File: config.mk
export PLATFORM = sky130hd
export DESIGN_NAME = seg14_scan_decoder_flat
export DESIGN_NICKNAME = d
export VERILOG_FILES = /design/src/rtl/seg14_bus_if.sv /design/src/rtl/seg14_scan_decoder.sv /design/src/flat_wrapper.sv
export SDC_FILE = /design/constraint.sdc
export NUM_CORES = 1
export LEC_CHECK = 0
export BUFFER_PORTS_ARGS = -buffer_cell sky130_fd_sc_hd__buf_2
export CAP_MARGIN = 40
export CORE_UTILIZATION = 55
export DETAILED_ROUTE_END_ITERATION = 16
export PLACE_DENSITY = 0.76
export SYNTH_ARGS = -nofsm -noshare
export SYNTH_HDL_FRONTEND = slang
export SYNTH_SLANG_ARGS = --single-unit
File: constraint.sdc
create_clock -name clk -period 7.4 [get_ports clk]
set_clock_uncertainty 0.2 [all_clocks]
set_input_delay 1.11 -clock clk [delete_from_list [all_inputs] [get_ports clk]]
set_output_delay 1.11 -clock clk [all_outputs]
set_load 0.02 [all_outputs]
File: src/rtl/seg14_bus_if.sv
// Scanned 14-segment display bus: one-hot digit select plus the segment
// pattern for the selected digit.
interface seg14_bus_if #(
  parameter int N_DIGITS = 12,
  parameter int SEG_W    = 14
);
  logic [N_DIGITS-1:0] sel;
  logic [SEG_W-1:0]    segm;

  modport master (output sel, output segm);
  modport slave  (input  sel, input  segm);
endinterface

File: src/rtl/seg14_scan_decoder.sv
// Receive-side decoder for the 12-digit multiplexed 14-segment display bus:
// rebuilds character frames and flags scan-order and select-integrity faults.
module seg14_scan_decoder #(
  parameter int N_DIGITS = 12,
  parameter int SEG_W    = 14,
  parameter int CHAR_W   = 6,
  parameter int ERR_W    = 8
) (
  input  logic                         clk,
  input  logic                         rst_n,
  seg14_bus_if.slave                   bus,
  output logic [N_DIGITS*CHAR_W-1:0]   frame_chars,
  output logic                         frame_valid,
  output logic                         frame_unknown,
  output logic                         seq_err,
  output logic                         sel_err,
  output logic [ERR_W-1:0]             err_cnt
);
  localparam int IDX_W = $clog2(N_DIGITS);
  localparam logic [IDX_W-1:0] LAST = IDX_W'(N_DIGITS - 1);

  // Segment bit order a..f,g1,g2,h,i,j,k,l,m from bit 13 down to bit 0.
  function automatic logic [CHAR_W-1:0] decode_seg(input logic [SEG_W-1:0] p);
    case (p)
      14'h3F09: decode_seg = 6'h00;  14'h1808: decode_seg = 6'h01;
      14'h36C0: decode_seg = 6'h02;  14'h3C40: decode_seg = 6'h03;
      14'h19C0: decode_seg = 6'h04;  14'h2DC0: decode_seg = 6'h05;
      14'h2FC0: decode_seg = 6'h06;  14'h3800: decode_seg = 6'h07;
      14'h3FC0: decode_seg = 6'h08;  14'h3DC0: decode_seg = 6'h09;
      14'h3BC0: decode_seg = 6'h0A;  14'h3C52: decode_seg = 6'h0B;
      14'h2700: decode_seg = 6'h0C;  14'h3C12: decode_seg = 6'h0D;
      14'h2780: decode_seg = 6'h0E;  14'h2380: decode_seg = 6'h0F;
      14'h2F40: decode_seg = 6'h10;  14'h1BC0: decode_seg = 6'h11;
      14'h2412: decode_seg = 6'h12;  14'h1E00: decode_seg = 6'h13;
      14'h038C: decode_seg = 6'h14;  14'h0700: decode_seg = 6'h15;
      14'h1B28: decode_seg = 6'h16;  14'h1B24: decode_seg = 6'h17;
      14'h3F00: decode_seg = 6'h18;  14'h33C0: decode_seg = 6'h19;
      14'h3F04: decode_seg = 6'h1A;  14'h33C4: decode_seg = 6'h1B;
      14'h2012: decode_seg = 6'h1D;  14'h1F00: decode_seg = 6'h1E;
      14'h0309: decode_seg = 6'h1F;  14'h1B05: decode_seg = 6'h20;
      14'h002D: decode_seg = 6'h21;  14'h002A: decode_seg = 6'h22;
      14'h2409: decode_seg = 6'h23;  14'h3B24: decode_seg = 6'h24;
      14'h0000: decode_seg = 6'h25;
      default:  decode_seg = '1;
    endcase
  endfunction

  function automatic logic [IDX_W-1:0] sel_index(input logic [N_DIGITS-1:0] s);
    sel_index = '0;
    for (int i = 0; i < N_DIGITS; i++)
      if (s[i]) sel_index = IDX_W'(i);
  endfunction

  logic [N_DIGITS-1:0]              sel_p1;
  logic [SEG_W-1:0]                 segm_p1;
  logic [CHAR_W-1:0]                code_p1;
  logic                             unk_p1;
  logic                             multi_p1;
  logic                             one_p1;
  logic [IDX_W-1:0]                 idx_p1;

  logic [N_DIGITS-1:0][CHAR_W-1:0]  char_buf_p2;
  logic [IDX_W-1:0]                 exp_idx;
  logic                             unk_acc;
  logic                             done_p2;
  logic                             unk_p2;
  logic                             seq_p2;
  logic                             selerr_p2;

  // ---- stage 1: bus capture ----
  always_ff @(posedge clk or negedge rst_n) begin
    if (!rst_n) begin
      sel_p1  <= '0;
      segm_p1 <= '0;
    end else begin
      sel_p1  <= bus.sel;
      segm_p1 <= bus.segm;
    end
  end

  always_comb begin
    code_p1  = decode_seg(segm_p1);
    unk_p1   = (code_p1 == '1);
    multi_p1 = ((sel_p1 & (sel_p1 - 1'b1)) != '0);
    one_p1   = (sel_p1 != '0) && !multi_p1;
    idx_p1   = sel_index(sel_p1);
  end

  // ---- stage 2: frame assembly and scan-order tracking ----
  always_ff @(posedge clk or negedge rst_n) begin
    if (!rst_n) begin
      char_buf_p2 <= '0;
      exp_idx     <= '0;
      unk_acc     <= 1'b0;
      done_p2     <= 1'b0;
      unk_p2      <= 1'b0;
      seq_p2      <= 1'b0;
      selerr_p2   <= 1'b0;
    end else begin
      done_p2   <= 1'b0;
      seq_p2    <= 1'b0;
      selerr_p2 <= 1'b0;
      if (multi_p1) begin
        selerr_p2 <= 1'b1;
        exp_idx   <= '0;
        unk_acc   <= 1'b0;
      end else if (one_p1) begin
        if (idx_p1 == exp_idx) begin
          char_buf_p2[idx_p1] <= code_p1;
          if (idx_p1 == LAST) begin
            done_p2 <= 1'b1;
            unk_p2  <= unk_acc | unk_p1;
            exp_idx <= '0;
            unk_acc <= 1'b0;
          end else begin
            exp_idx <= idx_p1 + 1'b1;
            unk_acc <= unk_acc | unk_p1;
          end
        end else begin
          seq_p2 <= 1'b1;
          // A stray digit 0 is taken as the start of a fresh frame.
          if (idx_p1 == '0) begin
            char_buf_p2[0] <= code_p1;
            exp_idx        <= IDX_W'(1);
            unk_acc        <= unk_p1;
          end else begin
            exp_idx <= '0;
            unk_acc <= 1'b0;
          end
        end
      end
    end
  end

  // ---- stage 3: published outputs ----
  always_ff @(posedge clk or negedge rst_n) begin
    if (!rst_n) begin
      frame_chars   <= '0;
      frame_valid   <= 1'b0;
      frame_unknown <= 1'b0;
      seq_err       <= 1'b0;
      sel_err       <= 1'b0;
      err_cnt       <= '0;
    end else begin
      frame_valid <= done_p2;
      seq_err     <= seq_p2;
      sel_err     <= selerr_p2;
      // The buffer still holds the whole frame here even if digit 0 of the
      // next frame is being written on this same edge.
      if (done_p2) begin
        frame_chars   <= char_buf_p2;
        frame_unknown <= unk_p2;
      end
      if ((seq_p2 || selerr_p2) && (err_cnt != '1))
        err_cnt <= err_cnt + 1'b1;
    end
  end
endmodule

File: src/flat_wrapper.sv
// flat-port wrapper written by rule: the top's interface ports become plain ports
module seg14_scan_decoder_flat 
#(
  parameter int N_DIGITS = 12,
  parameter int SEG_W    = 14,
  parameter int CHAR_W   = 6,
  parameter int ERR_W    = 8
)
  (clk, rst_n, frame_chars, frame_valid, frame_unknown, seq_err, sel_err, err_cnt, bus_sel, bus_segm);
  seg14_bus_if #(.N_DIGITS(N_DIGITS), .SEG_W(SEG_W)) bus_i ();
  input  logic clk;
  input  logic rst_n;
  output logic [N_DIGITS*CHAR_W-1:0] frame_chars;
  output logic frame_valid;
  output logic frame_unknown;
  output logic seq_err;
  output logic sel_err;
  output logic [ERR_W-1:0] err_cnt;
  input wire logic [$bits(bus_i.sel)-1:0] bus_sel;
  input wire logic [$bits(bus_i.segm)-1:0] bus_segm;
  assign bus_i.sel = bus_sel;
  assign bus_i.segm = bus_segm;
  seg14_scan_decoder #(.N_DIGITS(N_DIGITS), .SEG_W(SEG_W), .CHAR_W(CHAR_W), .ERR_W(ERR_W)) u_core (.clk(clk), .rst_n(rst_n), .bus(bus_i), .frame_chars(frame_chars), .frame_valid(frame_valid), .frame_unknown(frame_unknown), .seq_err(seq_err), .sel_err(sel_err), .err_cnt(err_cnt));
endmodule
==> results of run 1 <==
[cells by family (layout without fill, tap and decap cells)]
family	Yosys count	in the layout	synth area share
muxes	143	143	0.194
xor gates and xnor gates	11	11	0.0116
and+or+nand+nor	180	180	0.137
buffers and inverters	41	157	0.0272
AOI/OAI and AO/OA	51	51	0.0439
adders and majority gates	6	6	0.00876
DFF	191	191	0.577
[worst min-delay path by stage]
stage	start	end
after floorplan	u_core.done_p2	u_core.frame_valid
after global placement	u_core.seq_p2	u_core.seq_err
after detailed placement	u_core.selerr_p2	u_core.sel_err
after CTS	u_core.selerr_p2	u_core.sel_err
after global routing	u_core.selerr_p2	u_core.sel_err
final	u_core.selerr_p2	u_core.sel_err
[layout make-up]
cell class	instances	area share
clock buffer	21	0.0460
sequential	191	0.499
clock inverter	11	0.0161
multi-input combinational	391	0.343
timing repair buffer	120	0.0691
inverter	5	0.00196
tap	184	0.0240
[sequential cells by signal, summed over array words and instances, names as in the netlist, 4 cells and up]
| name | cells |
|---|---|
| u_core.frame_chars | 72 |
| u_core.char_buf_p2 | 72 |
| u_core.err_cnt | 8 |
| u_core.exp_idx | 4 |
| u_core.segm_p1 | 14 |
| u_core.sel_p1 | 12 |
[power groups by stage]
stage,Sequential [uW],Clock (uW),Combinational [uW]
3_3_place_gp,1130,0,123
6_report,1110,924,126
2_1_floorplan,1140,0,54.8
5_1_grt,1120,988,138
4_1_cts,1110,942,128
3_5_place_dp,1130,0,127
[cells in the final DEF, fill, tap and decap left out, types with 4 or more instances in the layout]
| cell type | synthesis | routed |
|---|---|---|
| a21oi_1 | 9 | 9 |
| and3_1 | 4 | 4 |
| buf_2 | 12 | 111 |
| buf_4 | 1 | 4 |
| clkbuf_1 | 16 | 4 |
| clkbuf_16 | 0 | 17 |
| dfrtp_1 | 191 | 190 |
| ha_1 | 5 | 5 |
| inv_1 | 5 | 5 |
| mux2_1 | 14 | 14 |
| mux2_2 | 129 | 129 |
| nand2_1 | 22 | 22 |
| nand2b_1 | 7 | 7 |
| nand3_1 | 12 | 12 |
| nand3b_1 | 5 | 5 |
| nand4_1 | 29 | 29 |
| nor2_1 | 22 | 22 |
| nor2b_1 | 4 | 4 |
| nor3_1 | 8 | 8 |
| nor4_1 | 14 | 13 |
| nor4b_1 | 8 | 8 |
| nor4bb_1 | 6 | 6 |
| o21ai_0 | 7 | 7 |
| o31ai_1 | 4 | 4 |
| or3_1 | 5 | 5 |
| or3b_2 | 4 | 4 |
| xnor2_1 | 7 | 7 |
| xor2_1 | 4 | 4 |
[metal layers]
| layer | track usage | wire length [um] | up-vias | part of all wire |
|---|---|---|---|---|
| met1 | 0.333 | 7770 | 2849 | 0.44 |
| met2 | 0.379 | 8500 | 228 | 0.48 |
| li1 | - | - | 2521 | - |
| met3 | 0.0515 | 1060 | 48 | 0.059 |
| met4 | 0.0907 | 477 | 0 | 0.027 |
| met5 | 0 | 0 | - | 0 |
[per-stage QoR]
step                instances  worst slack, ns  utilization  hold WS, ns
floorplan                 623             4.56            -        0.152
global placement          885             3.85        0.610        0.173
detailed placement        891             3.93        0.615        0.172
CTS                       923             3.91        0.656        0.186
global route              923             3.56        0.656        0.201
finish                    923             3.79        0.656        0.184
==> metrics.yaml, run 1 <==
hpwl_mm: 12.3
place.gp.congestion: 0.893
hold_buffers: 0
clockBufferDepth: 2
vias: 5646
min_period_ns: 3.61
htree_levels: 4
p_switching_uw: 508
placed_cell_area_sq_um: 8980
wl_per_cell_um: 19.3
post-route-period-util: 0.488
critPathKind: "flop to flop"
portBuffers: 111
post_cts_buffers: 0
arrival_ns: 3.73
p_clk_frac: 0.427
grt_remaining_overflow: 0
pin_count: 112
worst-path-max-fanout: 15
syn_avg_cell_area_sq_um: 13.3
cts_resized: 0
grt_max_degree: 112
holdCritPathClass: "flop to flop"
drc: 0
power_leakage_uw: 0.00482
diodes: 0
yosysTopAreaCellShare: 0.577
maxSlewViolCount: 0
groute.usage.overall: 0.242
clock_sinks: 191
cp_num_cells: 7
yosysWarnings: 0
worstPathCellList: "nor4bb_1, nand4_1, o21ai_1, or4_4, nor4_1, or3_1, mux2_2"
rsz0062_at_grt: "false"
relSlewSlack: 0.432
ys_ff_latch: 191
cts_buffers: 17
crit_path_top_delay_cell: "nor4bb_1"
vias_per_cell: 6.12
regArea_sq_um: 4780
ir_worst_vdd_uv: 159
wl_mm: 17.8
totalPowerFinal_uw: 2160
r2r_end: "u_core.char_buf_p2[40]"
synth_nets: 656
startpoint: "u_core.segm_p1[13]"
internal_power_uw: 1650
clk_pin_slew_ns: 0.07
r2r_setup_slack_ns: 3.79
cts_tree: "done"
p_comb_frac: 0.058
synth_seq_area_share: 0.577
syn2layout_area_growth_pct: 15.5
synth-edff-count: 0
drv_cap: 0
max_freq_mhz: 277
r2r_cells: 7
synth_common_cells: "191 x dfrtp_1, 129 x mux2_2, 29 x nand4_1, 22 x nand2_1, 22 x nor2_1"
finalSetupViolations: 0
critPathLaunchType: "flop"
synth_ff_type: "dfrtp_1"
slowest_delay_ns: 0.81
grt_pass1_wl_mm: 29.4
p_seq_frac: 0.514
ant_nets: 0
start_util: 0.568
num_rows: 44
yosysMostFrequentCell: "dfrtp_1"
netlist_top_cells_area: "dfrtp_1 58%, mux2_2 18%, nand4_1 2.2%"
tns_ns: 0
swShare: 0.235
final.fill_count: 1037
clk_latency_ns: 0.43
hold_depth: 0
cts_root_buf: "clkbuf_16"
end_kind: "flop"
async_flop_share: 1.00
drtIter0Drc: 471
multi_input_area_sq_um: 3290
finish.net_count: 759
syn_area_sq_um: 8290
crit_end: "u_core.char_buf_p2[40]"
syn_inst: 623
core_sq_um: 14600
path_buf_inv: 0
tightest_slew_ns: 0.840
drive_gt1_frac: 0.403
die_y_um: 125
cp_top_family: "simple AND/OR/NAND/NOR gates"
fin_area_sq_um: 9570
drt_pass1_iterations: 6
fp.dieW_um: 125
dieArea_sq_um: 15600
pwr_density_cell_nw_per_um2: 226
timing.rr.start: "u_core.segm_p1[13]"
hold_violations: 0
outcome: "complete, no violations"
synth.distinct_cells: 70
synth_top_area_cell: "dfrtp_1"
antenna_found_initial: 0
required_ns: 7.52
grt_pass1_vias: 5603
Power figures use the tool's default switching activity.
==> run 2: changes to the inputs <==
clock period = 3.4 ns   (was 7.4 ns; I/O delays follow)
==> run 2 against run 1 <==
Sequential power is 120% higher. Largest cell class unchanged. Sequential cell count stayed put. Largest power group unchanged. Routed wire length is 6.2% higher. Highest routed layer unchanged.
==> metrics.yaml, run 2 (synthesis gave the netlist of run 1 again) <==
grt_pass1_vias: 5921  # was 5,603
clockBufferDepth: 2  # unchanged
finish.net_count: 810  # was 759
p_seq_frac: 0.505  # was 0.514
pwr_density_cell_nw_per_um2: 475  # was 226 nW/um^2
grt_pass1_wl_mm: 31.3  # was 29.4 mm
p_clk_frac: 0.430  # was 0.427
largest_registers: "u_core.char_buf_p2: 72 flops, u_core.frame_chars: 72 flops, u_core.segm_p1: 14 flops"  # unchanged
maxSlewViolCount: 0  # unchanged
ir_worst_vdd_uv: 300  # was 159 uV
layout_common_cells: "189 x dfrtp_1, 129 x mux2_2, 110 x buf_2"  # was 190 x dfrtp_1, 129 x mux2_2, 111 x buf_2
drtIter0Drc: 492  # was 471
critPathLaunchType: "flop"  # unchanged
drt_pass1_iterations: 5  # was 6
outcome: "complete, no violations"  # unchanged
critPathKind: "flop to flop"  # unchanged
r2r_cells: 9  # was 7
post_cts_buffers: 0  # unchanged
cts_buffers: 17  # unchanged
place.gp.congestion: 0.849  # was 0.893
tns_ns: 0  # unchanged
p_switching_uw: 1160  # was 508 uW
drive_gt1_frac: 0.416  # was 0.403
clock_sinks: 191  # unchanged
start_util: 0.568  # unchanged
clk_pin_slew_ns: 0.07  # about the same
vias: 5740  # was 5,646
fin_area_sq_um: 10100  # was 9570 sq um
ant_nets: 0  # unchanged
wl_mm: 18.9  # was 17.8 mm
clk_latency_ns: 0.44  # was 0.43 ns
timing.rr.start: "u_core.segm_p1[10]"  # was u_core.segm_p1[13]
relSlewSlack: 0.450  # was 0.432
r2r_setup_slack_ns: 0.16  # was 3.79 ns
end_kind: "flop"  # unchanged
grt_max_degree: 102  # was 112
groute.usage.overall: 0.259  # was 0.242
drv_cap: 0  # unchanged
core_sq_um: 14600  # unchanged
hold_depth: 0  # unchanged
rsz0062_at_grt: "false"  # unchanged
min_period_ns: 3.24  # was 3.61 ns
internal_power_uw: 3610  # was 1650 uW
htree_levels: 4  # unchanged
power_leakage_uw: 0.00506  # was 0.00482 uW
holdCritPathClass: "flop to flop"  # unchanged
post-route-period-util: 0.953  # was 0.488
worst-path-max-fanout: 15  # unchanged
finalSetupViolations: 0  # unchanged
antenna_found_initial: 0  # unchanged
portBuffers: 111  # unchanged
diodes: 0  # unchanged
drc: 0  # unchanged
hold_violations: 0  # unchanged
hp-start: "u_core.seq_p2"  # was u_core.selerr_p2
min_to: "u_core.seq_err"  # was u_core.sel_err
fp.dieW_um: 125  # unchanged
cts_root_buf: "clkbuf_16"  # unchanged
dieArea_sq_um: 15600  # unchanged
placed_cell_area_sq_um: 9150  # was 8980 sq um
final.fill_count: 1036  # was 1,037
pin_count: 112  # unchanged
syn2layout_area_growth_pct: 21.3  # was 15.5%
max_freq_mhz: 308  # was 277 MHz
die_y_um: 125  # unchanged
num_rows: 44  # unchanged
p_comb_frac: 0.065  # was 0.058
vias_per_cell: 5.89  # was 6.12
hpwl_mm: 13.2  # was 12.3 mm
tightest_slew_ns: 0.824  # was 0.840 ns
required_ns: 3.57  # was 7.52 ns
r2r_end: "u_core.char_buf_p2[6]"  # was u_core.char_buf_p2[40]
wl_per_cell_um: 19.4  # was 19.3 um
swShare: 0.244  # was 0.235
layout_commonest_cell: "dfrtp_1"  # unchanged
cts_tree: "done"  # unchanged
arrival_ns: 3.41  # was 3.73 ns
grt_remaining_overflow: 0  # unchanged
run 2: cell count changes in the layout (fill, tap and decap cells not counted), moves of 2 or more:
| cell | before | now |
|---|---|---|
| clkinv_2 | 2 | 0 |
| buf_4 | 4 | 31 |
| clkbuf_1 | 4 | 0 |
| dlygate4sd3_1 | 0 | 27 |
| clkbuf_8 | 1 | 3 |
| inv_6 | 3 | 5 |
run 2: area by class of cell:
type                            count  area [sq um]  share of cell area
Sequential cell                   191          4780               0.476
Tap cell                          184           230              0.0229
Inverter                            5          18.8             0.00187
Multi-Input combinational cell    391          3290               0.328
Clock buffer                       19           453              0.0451
Timing Repair Buffer              171          1110               0.110
Clock inverter                     13           166              0.0166
run 2: critical path: stages, from the launching register on:
cell	delay, ns
dfrtp_1	0.61
nor4_1	0.18
buf_4	0.18
nand4_1	0.10
o31ai_1	0.09
or4_1	0.59
or4_4	0.61
buf_4	0.17
nand2_2	0.23
mux2_2	0.22
run 2: repair_timing:
item	CTS	global route
hold buffers	27	0
setup endpoints to repair	0	39
gates resized for setup	0	4
endpoints found under the hold margin	40	0
run 2: power by group through the flow:
stage | Combinational (uW) | Clock (uW) | Sequential, uW
floorplan | 119 | 0 | 2480
global placement | 283 | 0 | 2450
detailed placement | 289 | 0 | 2450
CTS | 313 | 2100 | 2410
global route | 339 | 2190 | 2420
finish | 311 | 2050 | 2410
run 2: how the worst max path moves through the flow:
stage	slack (ns)	from	depth (start not counted)	to
global route	0.003	u_core.sel_p1[1]	8	u_core.char_buf_p2[53]
detailed placement	0.06	u_core.segm_p1[5]	7	u_core.char_buf_p2[50]
CTS	0.03	u_core.segm_p1[5]	7	u_core.char_buf_p2[50]
finish	0.16	u_core.segm_p1[10]	9	u_core.char_buf_p2[6]
floorplan	0.56	u_core.segm_p1[8]	11	u_core.char_buf_p2[13]
global placement	0.12	u_core.segm_p1[13]	7	u_core.char_buf_p2[50]
run 2: routing by layer:
metal / part of all wire / GRT usage / routed length [um] / up-vias
met3: 0.037 / 0.0554 / 702 / 27
met4: 0.015 / 0.0865 / 290 / 0
li1: - / - / - / 2619
met5: 0 / 0 / 0 / -
met2: 0.49 / 0.419 / 9350 / 152
met1: 0.45 / 0.349 / 8570 / 2942
run 2: stage by stage:
step / power, uW / utilization / worst slack [ns] / hold slack [ns] / cells
after floorplan: 2600 / - / 0.564 / 0.0144 / 623
after global placement: 2730 / 0.627 / 0.124 / 0.168 / 914
after detailed placement: 2740 / 0.627 / 0.0551 / 0.179 / 915
after CTS: 4820 / 0.688 / 0.0273 / 0.199 / 974
after global routing: 4950 / 0.689 / 0.00251 / 0.208 / 974
final: 4770 / 0.689 / 0.158 / 0.195 / 974
